`src/rtl/i2c_pkg.sv`:
```
// Shared definitions for the I2C command queue: field widths, packed command
// layout and dispatcher state encoding.
package i2c_pkg;

  localparam int unsigned ADDR_W = 7;
  localparam int unsigned DATA_W = 8;
  localparam int unsigned CMD_W  = 1 + ADDR_W + DATA_W;

  localparam logic [1:0] ST_IDLE      = 2'd0;
  localparam logic [1:0] ST_WAIT_BUSY = 2'd1;
  localparam logic [1:0] ST_WAIT_DONE = 2'd2;
  localparam logic [1:0] ST_RESP      = 2'd3;

  typedef struct packed {
    logic              wr;
    logic [ADDR_W-1:0] addr;
    logic [DATA_W-1:0] data;
  } cmd_t;

endpackage

```
`src/rtl/i2c_cmd_queue_if.sv`:
```
// Bundle of the producer, response and I2C-master-facing signals of the queue.
interface i2c_cmd_queue_if #(
  parameter int unsigned DEPTH = 4
);
  import i2c_pkg::*;

  localparam int unsigned CNT_W = $clog2(DEPTH) + 1;

  logic              cmd_valid;
  logic              cmd_ready;
  logic              cmd_wr;
  logic [ADDR_W-1:0] cmd_addr;
  logic [DATA_W-1:0] cmd_data;

  logic              rsp_valid;
  logic              rsp_ready;
  logic [DATA_W-1:0] rsp_data;
  logic              rsp_ack_err;
  logic              rsp_timeout;

  logic [CNT_W-1:0]  pending;

  logic              m_start;
  logic              m_wr;
  logic [ADDR_W-1:0] m_slave_addr;
  logic [DATA_W-1:0] m_data_in;
  logic              m_busy;
  logic              m_ack_error;
  logic [DATA_W-1:0] m_data_out;

  // Queue side
  modport slave (
    input  cmd_valid, cmd_wr, cmd_addr, cmd_data, rsp_ready,
           m_busy, m_ack_error, m_data_out,
    output cmd_ready, rsp_valid, rsp_data, rsp_ack_err, rsp_timeout,
           pending, m_start, m_wr, m_slave_addr, m_data_in
  );

  // Producer / consumer / master side
  modport master (
    output cmd_valid, cmd_wr, cmd_addr, cmd_data, rsp_ready,
           m_busy, m_ack_error, m_data_out,
    input  cmd_ready, rsp_valid, rsp_data, rsp_ack_err, rsp_timeout,
           pending, m_start, m_wr, m_slave_addr, m_data_in
  );

endinterface

```
`src/rtl/i2c_sync_fifo.sv`:
```
// Single-clock FIFO with occupancy count and first-word-fall-through read data.
module i2c_sync_fifo #(
  parameter int unsigned WIDTH = 16,
  parameter int unsigned DEPTH = 4
) (
  input  logic                   clk,
  input  logic                   rst,
  input  logic                   push_i,
  input  logic                   pop_i,
  input  logic [WIDTH-1:0]       wdata_i,
  output logic [WIDTH-1:0]       rdata_o,
  output logic [$clog2(DEPTH):0] count_o,
  output logic                   full_o,
  output logic                   empty_o
);

  localparam int unsigned AW = $clog2(DEPTH);
  localparam int unsigned CW = AW + 1;

  logic [WIDTH-1:0] mem_q [DEPTH];
  logic [AW-1:0]    wr_ptr_q;
  logic [AW-1:0]    rd_ptr_q;
  logic [CW-1:0]    count_q;
  logic             push_ok;
  logic             pop_ok;

  assign push_ok = push_i && !full_o;
  assign pop_ok  = pop_i && !empty_o;

  // Pointers wrap naturally since DEPTH is a power of two
  always_ff @(posedge clk) begin
    if (rst) begin
      wr_ptr_q <= '0;
      rd_ptr_q <= '0;
      count_q  <= '0;
    end else begin
      if (push_ok) wr_ptr_q <= wr_ptr_q + AW'(1);
      if (pop_ok)  rd_ptr_q <= rd_ptr_q + AW'(1);
      count_q <= count_q + CW'(push_ok) - CW'(pop_ok);
    end
  end

  always_ff @(posedge clk) begin
    if (push_ok) mem_q[wr_ptr_q] <= wdata_i;
  end

  assign rdata_o = mem_q[rd_ptr_q];
  assign count_o = count_q;
  assign full_o  = (count_q == CW'(DEPTH));
  assign empty_o = (count_q == '0);

endmodule

```
`src/rtl/i2c_cmd_queue.sv`:
```
// Buffers single-byte I2C commands and dispatches them one at a time to the
// master, returning one response (data / NACK / launch timeout) per command.
module i2c_cmd_queue
  import i2c_pkg::*;
#(
  parameter int unsigned DEPTH         = 4,
  parameter int unsigned START_TIMEOUT = 16
) (
  input logic           clk,
  input logic           rst,
  i2c_cmd_queue_if.slave bus
);

  localparam int unsigned CNT_W = $clog2(DEPTH) + 1;
  localparam int unsigned TMR_W = $clog2(START_TIMEOUT);

  logic [1:0]        state_q,       state_d;
  logic [TMR_W-1:0]  timer_q,       timer_d;
  logic              m_start_q,     m_start_d;
  cmd_t              m_cmd_q,       m_cmd_d;
  logic              rsp_valid_q,   rsp_valid_d;
  logic [DATA_W-1:0] rsp_data_q,    rsp_data_d;
  logic              rsp_ack_err_q, rsp_ack_err_d;
  logic              rsp_timeout_q, rsp_timeout_d;

  cmd_t              push_cmd;
  logic [CMD_W-1:0]  head_raw;
  cmd_t              head;
  logic [CNT_W-1:0]  count;
  logic              full;
  logic              empty;
  logic              push;
  logic              pop;

  assign push_cmd = '{wr: bus.cmd_wr, addr: bus.cmd_addr, data: bus.cmd_data};
  assign push     = bus.cmd_valid && !full;
  assign pop      = (state_q == ST_IDLE) && !empty && !bus.m_busy;
  assign head     = cmd_t'(head_raw);

  i2c_sync_fifo #(
    .WIDTH (CMD_W),
    .DEPTH (DEPTH)
  ) u_fifo (
    .clk     (clk),
    .rst     (rst),
    .push_i  (push),
    .pop_i   (pop),
    .wdata_i (CMD_W'(push_cmd)),
    .rdata_o (head_raw),
    .count_o (count),
    .full_o  (full),
    .empty_o (empty)
  );

  always_ff @(posedge clk) begin
    if (rst) begin
      state_q       <= ST_IDLE;
      timer_q       <= '0;
      m_start_q     <= 1'b0;
      m_cmd_q       <= '0;
      rsp_valid_q   <= 1'b0;
      rsp_data_q    <= '0;
      rsp_ack_err_q <= 1'b0;
      rsp_timeout_q <= 1'b0;
    end else begin
      state_q       <= state_d;
      timer_q       <= timer_d;
      m_start_q     <= m_start_d;
      m_cmd_q       <= m_cmd_d;
      rsp_valid_q   <= rsp_valid_d;
      rsp_data_q    <= rsp_data_d;
      rsp_ack_err_q <= rsp_ack_err_d;
      rsp_timeout_q <= rsp_timeout_d;
    end
  end

  // Dispatcher: launch, wait for busy envelope, capture result, hold response
  always_comb begin
    state_d       = state_q;
    timer_d       = timer_q;
    m_start_d     = 1'b0;
    m_cmd_d       = m_cmd_q;
    rsp_valid_d   = rsp_valid_q;
    rsp_data_d    = rsp_data_q;
    rsp_ack_err_d = rsp_ack_err_q;
    rsp_timeout_d = rsp_timeout_q;

    case (state_q)
      ST_IDLE: begin
        if (pop) begin
          m_start_d = 1'b1;
          m_cmd_d   = head;
          timer_d   = '0;
          state_d   = ST_WAIT_BUSY;
        end
      end
      ST_WAIT_BUSY: begin
        timer_d = timer_q + TMR_W'(1);
        if (bus.m_busy) begin
          state_d = ST_WAIT_DONE;
        end else if (timer_q == TMR_W'(START_TIMEOUT - 1)) begin
          rsp_valid_d   = 1'b1;
          rsp_timeout_d = 1'b1;
          rsp_ack_err_d = 1'b0;
          rsp_data_d    = '0;
          state_d       = ST_RESP;
        end
      end
      ST_WAIT_DONE: begin
        if (!bus.m_busy) begin
          rsp_valid_d   = 1'b1;
          rsp_timeout_d = 1'b0;
          rsp_ack_err_d = bus.m_ack_error;
          rsp_data_d    = m_cmd_q.wr ? '0 : bus.m_data_out;
          state_d       = ST_RESP;
        end
      end
      ST_RESP: begin
        if (bus.rsp_ready) begin
          rsp_valid_d = 1'b0;
          state_d     = ST_IDLE;
        end
      end
      default: state_d = ST_IDLE;
    endcase
  end

  assign bus.cmd_ready    = !full;
  assign bus.pending      = count;
  assign bus.m_start      = m_start_q;
  assign bus.m_wr         = m_cmd_q.wr;
  assign bus.m_slave_addr = m_cmd_q.addr;
  assign bus.m_data_in    = m_cmd_q.data;
  assign bus.rsp_valid    = rsp_valid_q;
  assign bus.rsp_data     = rsp_data_q;
  assign bus.rsp_ack_err  = rsp_ack_err_q;
  assign bus.rsp_timeout  = rsp_timeout_q;

endmodule

```
`src/flat_wrapper.sv`:
```
// flat-port wrapper written by rule: the top's interface ports become plain ports
module i2c_cmd_queue_flat import i2c_pkg::*;
#(
  parameter int unsigned DEPTH         = 4,
  parameter int unsigned START_TIMEOUT = 16
)
  (clk, rst, bus_cmd_valid, bus_cmd_wr, bus_cmd_addr, bus_cmd_data, bus_rsp_ready, bus_m_busy, bus_m_ack_error, bus_m_data_out, bus_cmd_ready, bus_rsp_valid, bus_rsp_data, bus_rsp_ack_err, bus_rsp_timeout, bus_pending, bus_m_start, bus_m_wr, bus_m_slave_addr, bus_m_data_in);
  i2c_cmd_queue_if #(.DEPTH(DEPTH)) bus_i ();
  input logic clk;
  input logic rst;
  input wire logic [$bits(bus_i.cmd_valid)-1:0] bus_cmd_valid;
  input wire logic [$bits(bus_i.cmd_wr)-1:0] bus_cmd_wr;
  input wire logic [$bits(bus_i.cmd_addr)-1:0] bus_cmd_addr;
  input wire logic [$bits(bus_i.cmd_data)-1:0] bus_cmd_data;
  input wire logic [$bits(bus_i.rsp_ready)-1:0] bus_rsp_ready;
  input wire logic [$bits(bus_i.m_busy)-1:0] bus_m_busy;
  input wire logic [$bits(bus_i.m_ack_error)-1:0] bus_m_ack_error;
  input wire logic [$bits(bus_i.m_data_out)-1:0] bus_m_data_out;
  output wire logic [$bits(bus_i.cmd_ready)-1:0] bus_cmd_ready;
  output wire logic [$bits(bus_i.rsp_valid)-1:0] bus_rsp_valid;
  output wire logic [$bits(bus_i.rsp_data)-1:0] bus_rsp_data;
  output wire logic [$bits(bus_i.rsp_ack_err)-1:0] bus_rsp_ack_err;
  output wire logic [$bits(bus_i.rsp_timeout)-1:0] bus_rsp_timeout;
  output wire logic [$bits(bus_i.pending)-1:0] bus_pending;
  output wire logic [$bits(bus_i.m_start)-1:0] bus_m_start;
  output wire logic [$bits(bus_i.m_wr)-1:0] bus_m_wr;
  output wire logic [$bits(bus_i.m_slave_addr)-1:0] bus_m_slave_addr;
  output wire logic [$bits(bus_i.m_data_in)-1:0] bus_m_data_in;
  assign bus_i.cmd_valid = bus_cmd_valid;
  assign bus_i.cmd_wr = bus_cmd_wr;
  assign bus_i.cmd_addr = bus_cmd_addr;
  assign bus_i.cmd_data = bus_cmd_data;
  assign bus_i.rsp_ready = bus_rsp_ready;
  assign bus_i.m_busy = bus_m_busy;
  assign bus_i.m_ack_error = bus_m_ack_error;
  assign bus_i.m_data_out = bus_m_data_out;
  assign bus_cmd_ready = bus_i.cmd_ready;
  assign bus_rsp_valid = bus_i.rsp_valid;
  assign bus_rsp_data = bus_i.rsp_data;
  assign bus_rsp_ack_err = bus_i.rsp_ack_err;
  assign bus_rsp_timeout = bus_i.rsp_timeout;
  assign bus_pending = bus_i.pending;
  assign bus_m_start = bus_i.m_start;
  assign bus_m_wr = bus_i.m_wr;
  assign bus_m_slave_addr = bus_i.m_slave_addr;
  assign bus_m_data_in = bus_i.m_data_in;
  i2c_cmd_queue #(.DEPTH(DEPTH), .START_TIMEOUT(START_TIMEOUT)) u_core (.clk(clk), .rst(rst), .bus(bus_i));
endmodule
```
`config.mk`:
```
export PLATFORM = sky130hd
export DESIGN_NAME = i2c_cmd_queue_flat
export DESIGN_NICKNAME = d
export VERILOG_FILES = /design/src/rtl/i2c_pkg.sv /design/src/rtl/i2c_cmd_queue_if.sv /design/src/rtl/i2c_sync_fifo.sv /design/src/rtl/i2c_cmd_queue.sv /design/src/flat_wrapper.sv
export SDC_FILE = /design/constraint.sdc
export NUM_CORES = 1
export LEC_CHECK = 0
export CAP_MARGIN = 20
export CORE_MARGIN = 2
export CORE_UTILIZATION = 35
export DETAILED_ROUTE_END_ITERATION = 10
export PLACE_DENSITY = 0.53
export SYNTH_ARGS = -nofsm -noshare
export SYNTH_HDL_FRONTEND = slang
export SYNTH_SLANG_ARGS = --single-unit
```
`constraint.sdc`:
```
create_clock -name clk -period 3.8 [get_ports clk]
set_input_delay 1.14 -clock clk [delete_from_list [all_inputs] [get_ports clk]]
set_output_delay 1.14 -clock clk [all_outputs]
set_load 0.02 [all_outputs]
```
==> flow_summary.yaml <==
cells_and_area:
  finalNetCount: 412
  insertedDiodeCount: 0
  fillCellCount: 1084
  syn_to_final_growth_pct: 25.4
  layout-drive-gt1-share_pct: 13.9
route:
  vias_per_cell: 4.86
  first_pass_iters: 4
  initialDrtViolationCount: 165
  ant_nets: 0
  drt_wl_total_um: 7940
  drc: 0
  vias: 2531
  avgRoutedWirePerCell_um: 15.2
logic_synthesis:
  synth_area_um2: 4210
  synthCells: 302
  postSynth.asyncResetShare_pct: 0
  synth-edff-count: 64
  ys_types: 42
  yosysSeqAreaShare_pct: 65.1
  syn-num-nets: 345
  ys_seq_elements: 105
  yosys_warnings: 0
  synth.avg_cell_area_um2: 14.0
  synth_flop_cell: "edfxtp_1"
setup_path:
  path_cells: "clkdlybuf4s50_1, inv_1, nand3_4, inv_2, ha_1, inv_1, ha_1, inv_1, fa_1, xor2_1, xnor2_1, nor2_1"
  start_kind: "input pin"
  cpMaxStageDelayCell: "clkdlybuf4s50_1"
  arrival_ns: 3.25
  crit_buf_inv: 5
  max_stage_delay_ns: 0.43
  path_delay_family: "buffers and inverters"
  crit_fanout: 18
  r2r_cells: 11
  reg2reg_from: "u_core.u_fifo.count_o[1]"
  setup.worst_path.end_class: "register"
  r2r_setup_slack_ns: 1.37
  reg2reg_to: "u_core.u_fifo.count_o[2]"
  worst-setup-path-type: "input pin to register"
  worstPathRequired_ns: 4.04
  cpMostUsedCell: "inv_1"
placement:
  detailedPlace.worstSlack_ns: 0.391
  place_congestion: 0.702
  io_buffers: 61
  hpwl_um: 5100
timing:
  rsz0062_at_grt: "false"
  skew_ns: 0.0112
  fin_crit_ns: 3.02
  fin_crit_sh_pct: 79.3
  slew_violations: 0
  hold_violations: 0
  worst_slack_ns: 0.785
  fmax_mhz: 332
  setup_violations: 0
  worst_slew_margin_rel_pct: 39.7
  worst_pin_slew_ns: 0.903
  setup-tns-final_ns: 0
clock_network:
  path_clk_slew_ns: 0.07
  clock-sinks: 105
  ctsResizeCount: 0
  root_buffer: "clkbuf_16"
  worstSkewPairLatency_ns: 0.35
  cts_buffers: 9
  post_cts_buffers: 0
  cts_tree: "done"
  cts.path.max_buffers: 2
  h-tree-depth: 3
  cts_hold_buf: 0
power_and_ir_drop:
  pwr-share-comb_pct: 31.2
  p_leak_nw: 1.78
  p_per_area_nw_per_um2: 663
  irDropWorstVdd_mv: 0.209
  p_int_w: 0.00237
  switching_share_pct: 32.3
  switching_power_w: 0.00113
  p_seq_share_pct: 43.0
  p_clk_share_pct: 25.8
outcome:
  status: "completed"
hold_path:
  min_path_type: "register to register"
  hp-start: "u_core.bus.m_slave_addr[4]"
  hold-path-cell-count: 2
  hold_path_end: "u_core.bus.m_slave_addr[4]"
floorplanning:
  std_cell_rows: 40
  die_w_um: 114
  ios: 62
  die_h_um: 114
  initial_core_util_pct: 35.5
  die-area_um2: 12900
  core-area_um2: 11900
global_routing:
  antenna_found_initial: 0
  grt.total_usage_pct: 13.0
  overflow: 0
  grt_max_degree: 21
  grt_pass1_vias: 2469
  grt_pass1_wl_um: 12900
run:
  cap_violations: 0
==> metal layers <==
| metal | track usage, % | wire length [um] | vias up |
|---|---|---|---|
| met1 | 16.2 | 3480 | 1243 |
| met4 | 3.90 | 114 | 0 |
| li1 | - | - | 1232 |
| met2 | 21.9 | 4010 | 47 |
| met5 | 0 | 0 | - |
| met3 | 4.09 | 340 | 9 |
==> area by class of cell <==
class                           instances  area [um2]  share of cell area [%]
Timing Repair Buffer                   70         678                    12.8
Clock buffer                            9         225                    4.26
Sequential cell                       105        2740                    51.9
Multi-Input combinational cell        172        1340                    25.4
Inverter                               11        41.3                   0.781
Tap cell                              147         184                    3.48
Clock inverter                          7        70.1                    1.33
==> worst max-delay path by stage <==
| stage | from | to | slack (ns) | cells past startpoint |
|---|---|---|---|---|
| after CTS | bus_m_busy | u_core.u_fifo.count_o[2] | 0.76 | 12 |
| final | bus_m_busy | u_core.u_fifo.count_o[2] | 0.78 | 12 |
| after global placement | bus_m_busy | u_core.u_fifo.count_o[2] | 0.44 | 12 |
| after floorplan | bus_m_busy | u_core.u_fifo.count_o[2] | 0.91 | 12 |
| after detailed placement | bus_m_busy | u_core.u_fifo.count_o[2] | 0.39 | 12 |
| after global routing | bus_m_busy | u_core.u_fifo.count_o[2] | 0.59 | 12 |
==> placed cells by master, fill, tap and decap left out, drive strengths merged, types with 2 or more instances in the layout <==
cell	n
a211oi	2
a21oi	24
a311oi	2
and2	3
and3	4
buf	9
clkbuf	9
clkdlybuf4s50	61
clkinv	3
dfxtp	41
edfxtp	64
ha	12
inv	15
mux2i	2
mux4	16
nand2	35
nand2b	13
nand3	12
nor2	14
nor2b	4
o21ai	11
o32ai	2
xnor2	3
==> power by group through the flow <==
stage | Sequential, W | Combinational (W) | Clock (W)
finish | 0.00150 | 0.00109 | 0.000904
global route | 0.00153 | 0.00122 | 0.000978
CTS | 0.00151 | 0.00112 | 0.000943
detailed placement | 0.00154 | 0.00112 | 0
global placement | 0.00153 | 0.00111 | 0
floorplan | 0.00158 | 0.000719 | 0
==> tightest hold or removal path: stages (launching register included) <==
cell and delay (ns):
dfxtp_1 0.31, nand2_1 0.05, a21oi_1 0.05
==> Yosys cell counts (3+ instances only) <==
cell	number	share of area, %
edfxtp_1	64	46
dfxtp_1	41	19
nand2_1	35	3.1
a21oi_1	22	2.6
mux4_2	16	8.6
nor2_1	14	1.2
nand2b_1	13	1.9
ha_1	12	3.6
nand3_1	11	1.3
o21ai_0	10	1.2
inv_1	9	0.80
clkbuf_1	5	0.45
and3_1	4	0.59
buf_4	4	0.71
nor2b_1	4	0.59
buf_2	3	0.36
xnor2_1	3	0.62
==> kinds of logic after synthesis <==
| group | synth area share (%) |
|---|---|
| flops | 65.1 |
| simple gates | 10.9 |
| compound gates | 7.07 |
| buf+inv | 3.03 |
| mux | 9.03 |
| fa+ha+maj | 4.04 |
| xor+xnor | 0.832 |
==> sequential cells by signal, summed over array words and instances (netlist names) <==
register / flops
u_core.bus.rsp_data: 8
u_core.u_fifo.wr_ptr_q: 2
u_core.u_fifo.rd_ptr_q: 2
u_core.timer_q: 4
u_core.u_fifo.count_o: 3
u_core.bus.rsp_valid: 1
u_core.bus.m_slave_addr: 7
u_core.bus.m_data_in: 8
u_core.bus.rsp_timeout: 1
u_core.state_q: 2
u_core.bus.rsp_ack_err: 1
u_core.bus.m_start: 1
u_core.u_fifo.mem_q: 64
u_core.bus.m_wr: 1
==> through the flow <==
stage / total power, W / cell area, um2 / cells / util, % / hold slack (ns)
after floorplan: 0.00230 / 4210 / 302 / - / 0.467
after global placement: 0.00264 / 4990 / 505 / 42.1 / 0.446
after CTS: 0.00357 / 5290 / 521 / 44.6 / 0.460
after global routing: 0.00373 / 5290 / 521 / 44.6 / 0.482
after detailed placement: 0.00265 / 4990 / 505 / 42.1 / 0.450
final: 0.00350 / 5290 / 521 / 44.6 / 0.458
No activity file was read; power rests on OpenSTA's default activity.
